`src/rtl/ah_arb_pkg.sv`:
```
// Shared definitions for the LRU arbiter and its grant-consumer stage.
package ah_arb_pkg;

  localparam int AH_NUM_REQ = 10;
  localparam int AH_ID_W    = 4;
  localparam int AH_LEN_W   = 4;

  typedef enum logic [1:0] {
    ST_IDLE = 2'd0,
    ST_XFER = 2'd1,
    ST_GAP  = 2'd2
  } ah_state_e;

  // Index of the lowest set bit; 0 when the vector is empty.
  function automatic logic [AH_ID_W-1:0] ah_onehot2idx(input logic [AH_NUM_REQ-1:0] v);
    logic [AH_ID_W-1:0] idx;
    idx = '0;
    for (int i = AH_NUM_REQ - 1; i >= 0; i--) begin
      if (v[i]) idx = AH_ID_W'(i);
    end
    return idx;
  endfunction

endpackage

```
`src/rtl/ah_onehot_enc.sv`:
```
// Lowest-set-bit priority encoder with a multi-hot indicator.
module ah_onehot_enc
  import ah_arb_pkg::*;
#(
  parameter int NUM_REQ = AH_NUM_REQ,
  parameter int ID_W    = AH_ID_W
) (
  input  logic [NUM_REQ-1:0] vec_i,
  output logic [ID_W-1:0]    idx_o,
  output logic               multi_o
);

  // Scan from the top down so the lowest set bit wins.
  always_comb begin
    idx_o = '0;
    for (int i = NUM_REQ - 1; i >= 0; i--) begin
      if (vec_i[i]) idx_o = ID_W'(i);
    end
  end

  // Clearing the lowest set bit leaves something only if more than one bit was set.
  assign multi_o = |(vec_i & (vec_i - NUM_REQ'(1)));

endmodule

```
`src/rtl/ah_gnt_burst_ctrl.sv`:
```
// Grant consumer: latches the arbiter's winner and streams its burst downstream.
module ah_gnt_burst_ctrl
  import ah_arb_pkg::*;
#(
  parameter int NUM_REQ = AH_NUM_REQ,
  parameter int ID_W    = AH_ID_W,
  parameter int LEN_W   = AH_LEN_W
) (
  input  logic                     clk,
  input  logic                     rstn,
  input  logic [NUM_REQ-1:0]       gnt,
  input  logic [NUM_REQ*LEN_W-1:0] req_len,
  output logic [NUM_REQ-1:0]       gnt_busy,
  output logic                     out_valid,
  input  logic                     out_ready,
  output logic [ID_W-1:0]          out_id,
  output logic                     out_last,
  output logic [NUM_REQ-1:0]       done,
  output logic                     err_multi,
  output logic                     err_ovr
);

  ah_state_e            state_q;
  logic [LEN_W-1:0]     remain_q;
  logic [ID_W-1:0]      out_id_q;
  logic                 out_valid_q;
  logic                 out_last_q;
  logic [NUM_REQ-1:0]   done_q;
  logic                 err_multi_q;
  logic                 err_ovr_q;

  logic [ID_W-1:0]      enc_idx;
  logic                 enc_multi;
  logic [LEN_W-1:0]     len_sel;

  ah_onehot_enc #(
    .NUM_REQ (NUM_REQ),
    .ID_W    (ID_W)
  ) u_enc (
    .vec_i   (gnt),
    .idx_o   (enc_idx),
    .multi_o (enc_multi)
  );

  // Pick the burst length belonging to the encoded winner.
  always_comb begin
    len_sel = '0;
    for (int i = 0; i < NUM_REQ; i++) begin
      if (enc_idx == ID_W'(i)) len_sel = req_len[i*LEN_W +: LEN_W];
    end
  end

  // Burst FSM with registered beat outputs, completion pulse and sticky errors.
  always_ff @(posedge clk or negedge rstn) begin
    if (!rstn) begin
      state_q     <= ST_IDLE;
      remain_q    <= '0;
      out_id_q    <= '0;
      out_valid_q <= 1'b0;
      out_last_q  <= 1'b0;
      done_q      <= '0;
      err_multi_q <= 1'b0;
      err_ovr_q   <= 1'b0;
    end else begin
      done_q <= '0;
      case (state_q)
        ST_IDLE: begin
          if (|gnt) begin
            out_id_q    <= enc_idx;
            remain_q    <= len_sel;
            out_last_q  <= (len_sel == '0);
            out_valid_q <= 1'b1;
            state_q     <= ST_XFER;
            if (enc_multi) err_multi_q <= 1'b1;
          end
        end
        ST_XFER: begin
          if (|gnt) err_ovr_q <= 1'b1;
          if (out_ready) begin
            if (remain_q != '0) begin
              remain_q   <= remain_q - LEN_W'(1);
              out_last_q <= (remain_q == LEN_W'(1));
            end else begin
              // Final beat taken: completion pulse covers the single GAP cycle.
              out_valid_q <= 1'b0;
              out_last_q  <= 1'b0;
              done_q      <= NUM_REQ'(1) << out_id_q;
              state_q     <= ST_GAP;
            end
          end
        end
        ST_GAP: begin
          if (|gnt) err_ovr_q <= 1'b1;
          state_q <= ST_IDLE;
        end
        default: state_q <= ST_IDLE;
      endcase
    end
  end

  // Arbiter is held off for the whole burst plus the GAP cycle.
  assign gnt_busy  = {NUM_REQ{state_q != ST_IDLE}};
  assign out_valid = out_valid_q;
  assign out_last  = out_last_q;
  assign out_id    = out_id_q;
  assign done      = done_q;
  assign err_multi = err_multi_q;
  assign err_ovr   = err_ovr_q;

endmodule

```
`config.mk`:
```
export PLATFORM = sky130hd
export DESIGN_NAME = ah_gnt_burst_ctrl
export DESIGN_NICKNAME = d
export VERILOG_FILES = /design/src/rtl/ah_arb_pkg.sv /design/src/rtl/ah_onehot_enc.sv /design/src/rtl/ah_gnt_burst_ctrl.sv
export SDC_FILE = /design/constraint.sdc
export NUM_CORES = 1
export LEC_CHECK = 0
export ABC_CLOCK_PERIOD_IN_PS = 2400
export CORE_MARGIN = 2
export CORE_UTILIZATION = 35
export CTS_BUF_LIST = sky130_fd_sc_hd__clkbuf_16
export DETAILED_ROUTE_END_ITERATION = 8
export HOLD_SLACK_MARGIN = 0.12
export PLACE_DENSITY = 0.68
export SLEW_MARGIN = 15
export SYNTH_ARGS = -nofsm -noshare
export SYNTH_HDL_FRONTEND = slang
export SYNTH_SLANG_ARGS = --single-unit
```
`constraint.sdc`:
```
create_clock -name clk -period 2.4 [get_ports clk]
set_clock_uncertainty 0.15 [all_clocks]
set_input_delay 0.48 -clock clk [delete_from_list [all_inputs] [get_ports clk]]
set_output_delay 0.48 -clock clk [all_outputs]
set_load 0.1 [all_outputs]
```
==> impl_metrics.tcl <==
set metrics [dict create \
    yosysWarnings 0 \
    drc 0 \
    status "complete, no violations" \
    hp-start "err_multi$_DFFE_PN0P_" \
    ys_seq_elements 24 \
    seqCellArea_um2 601 \
    vias 2286 \
    wire_per_inst_um 14.7 \
    finalNetCount 426 \
    power.density_nw_per_um2 1000 \
    maxCapViolations 0 \
    syn_to_final_growth_pct 85.6 \
    ctsHoldBuffers 0 \
    cts_tree "done" \
    fin_crit_ns 2.36 \
    antenna_found_initial 0 \
    die_h_um 78.3 \
    p_leak_uw 0.00158 \
    routed_wl_um 6470 \
    cp-end-kind "flip-flop" \
    start_util 0.357 \
    synth.largest_area_cell "dfrtp_1" \
    slew_viol_final 0 \
    clk_pin_slew_ns 0.06 \
    worst_slack_ns 0.0371 \
    num_antenna_cells 0 \
    syn_area_um2 1930 \
    grt_util_all_layers 0.209 \
    grt_pass1_wl_um 10300 \
    drive_gt1_frac 0.446 \
    multi_input_area_um2 1360 \
    ir_worst_vdd_mv 0.804 \
    worstSetupPathType "in -> reg" \
    ant_nets 0 \
    synthArstFlopShare 1.00 \
    maxSlewHeadroom 0.704 \
    io_pins 81 \
    synth_cells 231 \
    ys.flop_type "dfrtp_1" \
    drt_iter0_drc 106 \
    synth_area_leaders "dfrtp_1 (31%), a21oi_1 (4.9%), nand2_1 (4.7%)" \
    post-route-period-util 0.985 \
    post-dp-hpwl_um 5040 \
    hold_ws_ns 0.327 \
    placed_cells 425 \
    cts_buffer_depth 2 \
    stdcell_count 440 \
    preCtsSetupSlack_ns -0.724 \
    gp_congestion 0.940 \
    timing_hold_violations_final 0 \
    synth_top_cells_by_count "dfrtp_1 (24), nand2_1 (24), nor2_1 (22)" \
    clock_latency_ns 0.25 \
    critPathArrivalTime_ns 2.36 \
    worst-path-max-fanout 5 \
    cts_buffers 3 \
    r2r-start "state_q[1]$_DFFE_PN0P_" \
    num_rows 27 \
    grt_remaining_overflow 0 \
    grt_pass1_vias 2226 \
    worstSetupStartpoint "gnt[1]" \
    hold_path_class "reg -> reg" \
    cp_data_required_time_ns 2.39 \
    cts_max_level 1 \
    core-area_um2 5410 \
    cts_sinks 24 \
    syn_nets 288 \
    die_x_um 78.3 \
    synth.yosys.seq_area_share 0.311 \
    cts_root_buf "clkbuf_16" \
    dieArea_um2 6130 \
    synth_top_cell_area_share 0.311 \
    avgViaCountPerCell 5.20 \
    finalSetupViolations 0 \
    startpoint_type "input pin" \
    synth_area_per_cell_um2 8.36 \
    dpl_cell_area_um2 3260 \
    drt_first_pass_iters 5 \
    grt_max_degree 25 \
    fillerInstances 466 \
    synth_cell_types 57 \
    timing.fmax_mhz 423 \
    worstMarginPinSlew_ns 0.440 \
    port-buffer-count 80 \
    synth_edf_count 0 \
    final_cell_area_um2 3590 \
]
registers in the layout, summed over array words and instances, names as in the netlist:
register	flops
remain_q	4
out_last	1
err_ovr	1
state_q	2
out_id	4
out_valid	1
err_multi	1
done	10
per-stage QoR:
step,util,TNS [ns],power (µW)
4_1_cts,0.645,0,3570
3_3_place_gp,0.602,-3.98,3010
6_report,0.663,0,3590
3_5_place_dp,0.602,-4.20,3040
2_1_floorplan,-,-0.184,2290
5_1_grt,0.663,-0.0119,3740
what timing repair did:
item / in CTS / in global routing
setup endpoints to repair: 6 / 6
pin swaps: 15 / 18
gates resized for setup: 60 / 31
endpoints found under the hold margin: 0 / 0
setup buffers: 5 / 7
power by group:
| part | switching (µW) | internal [µW] | total, µW |
|---|---|---|---|
| clock network | 133 | 331 | 464 |
| logic | 1590 | 923 | 2510 |
| registers | 121 | 494 | 615 |
| total | 1840 | 1750 | 3590 |
worst max-delay path, stage by stage:
cell	delay (ns)
buf_4	0.14
or4_4	0.55
a21oi_4	0.17
nor2_2	0.05
a211oi_2	0.22
a211oi_2	0.07
a2bb2oi_2	0.15
mux2_4	0.26
mux2_4	0.25
final cells by class:
| class | count | share of cell area |
|---|---|---|
| multi-input cells | 179 | 0.379 |
| well taps | 72 | 0.0251 |
| clock buffers | 3 | 0.0209 |
| flip-flops and latches | 24 | 0.167 |
| inverters | 12 | 0.0136 |
| repair buffers | 149 | 0.386 |
| clock inverters | 1 | 0.00837 |
cell usage in the layout, fill, tap and decap left out, types with 3 or more instances in the layout:
| master | n |
|---|---|
| nor3_1 | 9 |
| nand3_1 | 6 |
| or3_1 | 4 |
| nor2_2 | 3 |
| a31oi_1 | 3 |
| nor2_1 | 17 |
| buf_12 | 11 |
| clkbuf_16 | 3 |
| a21oi_4 | 3 |
| a21oi_1 | 19 |
| clkdlybuf4s50_1 | 42 |
| nor3b_1 | 3 |
| inv_1 | 6 |
| a21o_1 | 5 |
| inv_2 | 5 |
| mux2i_1 | 6 |
| nor2_4 | 3 |
| o22ai_1 | 5 |
| mux2_4 | 3 |
| a211oi_2 | 3 |
| o21ai_1 | 3 |
| dfrtp_1 | 24 |
| buf_2 | 5 |
| buf_6 | 9 |
| buf_4 | 82 |
| nand2_1 | 23 |
| or2_2 | 3 |
| ha_1 | 3 |
| o21ai_0 | 6 |
cells by family after synthesis:
logic type | count (synthesis) | share of synthesized area
muxes | 11 | 0.0602
and+or+nand+nor | 91 | 0.242
DFF | 24 | 0.311
adders and majority gates | 5 | 0.0311
AOI/OAI and AO/OA | 72 | 0.271
buffers and inverters | 28 | 0.0848
routing by layer:
layer	track usage	wire length (µm)
met1	0.244	2650
met2	0.391	3280
met3	0.0218	335
met4	0.0825	204
met5	0	0
worst paths after layout:
kind	to	slack (ns)	cells past startpoint
setup / recovery	remain_q[1]$_DFFE_PN0P_	0.04	9
hold / removal	err_multi$_DFFE_PN0P_	0.33	1
setup reg to reg	out_last$_DFFE_PN0P_	0.15	9
hold reg to reg	err_multi$_DFFE_PN0P_	0.33	1
max in group asynchronous	remain_q[3]$_DFFE_PN0P_	1.43	2
min in group asynchronous	done[7]$_DFF_PN0_	0.43	2
Power figures use the tool's default switching activity.
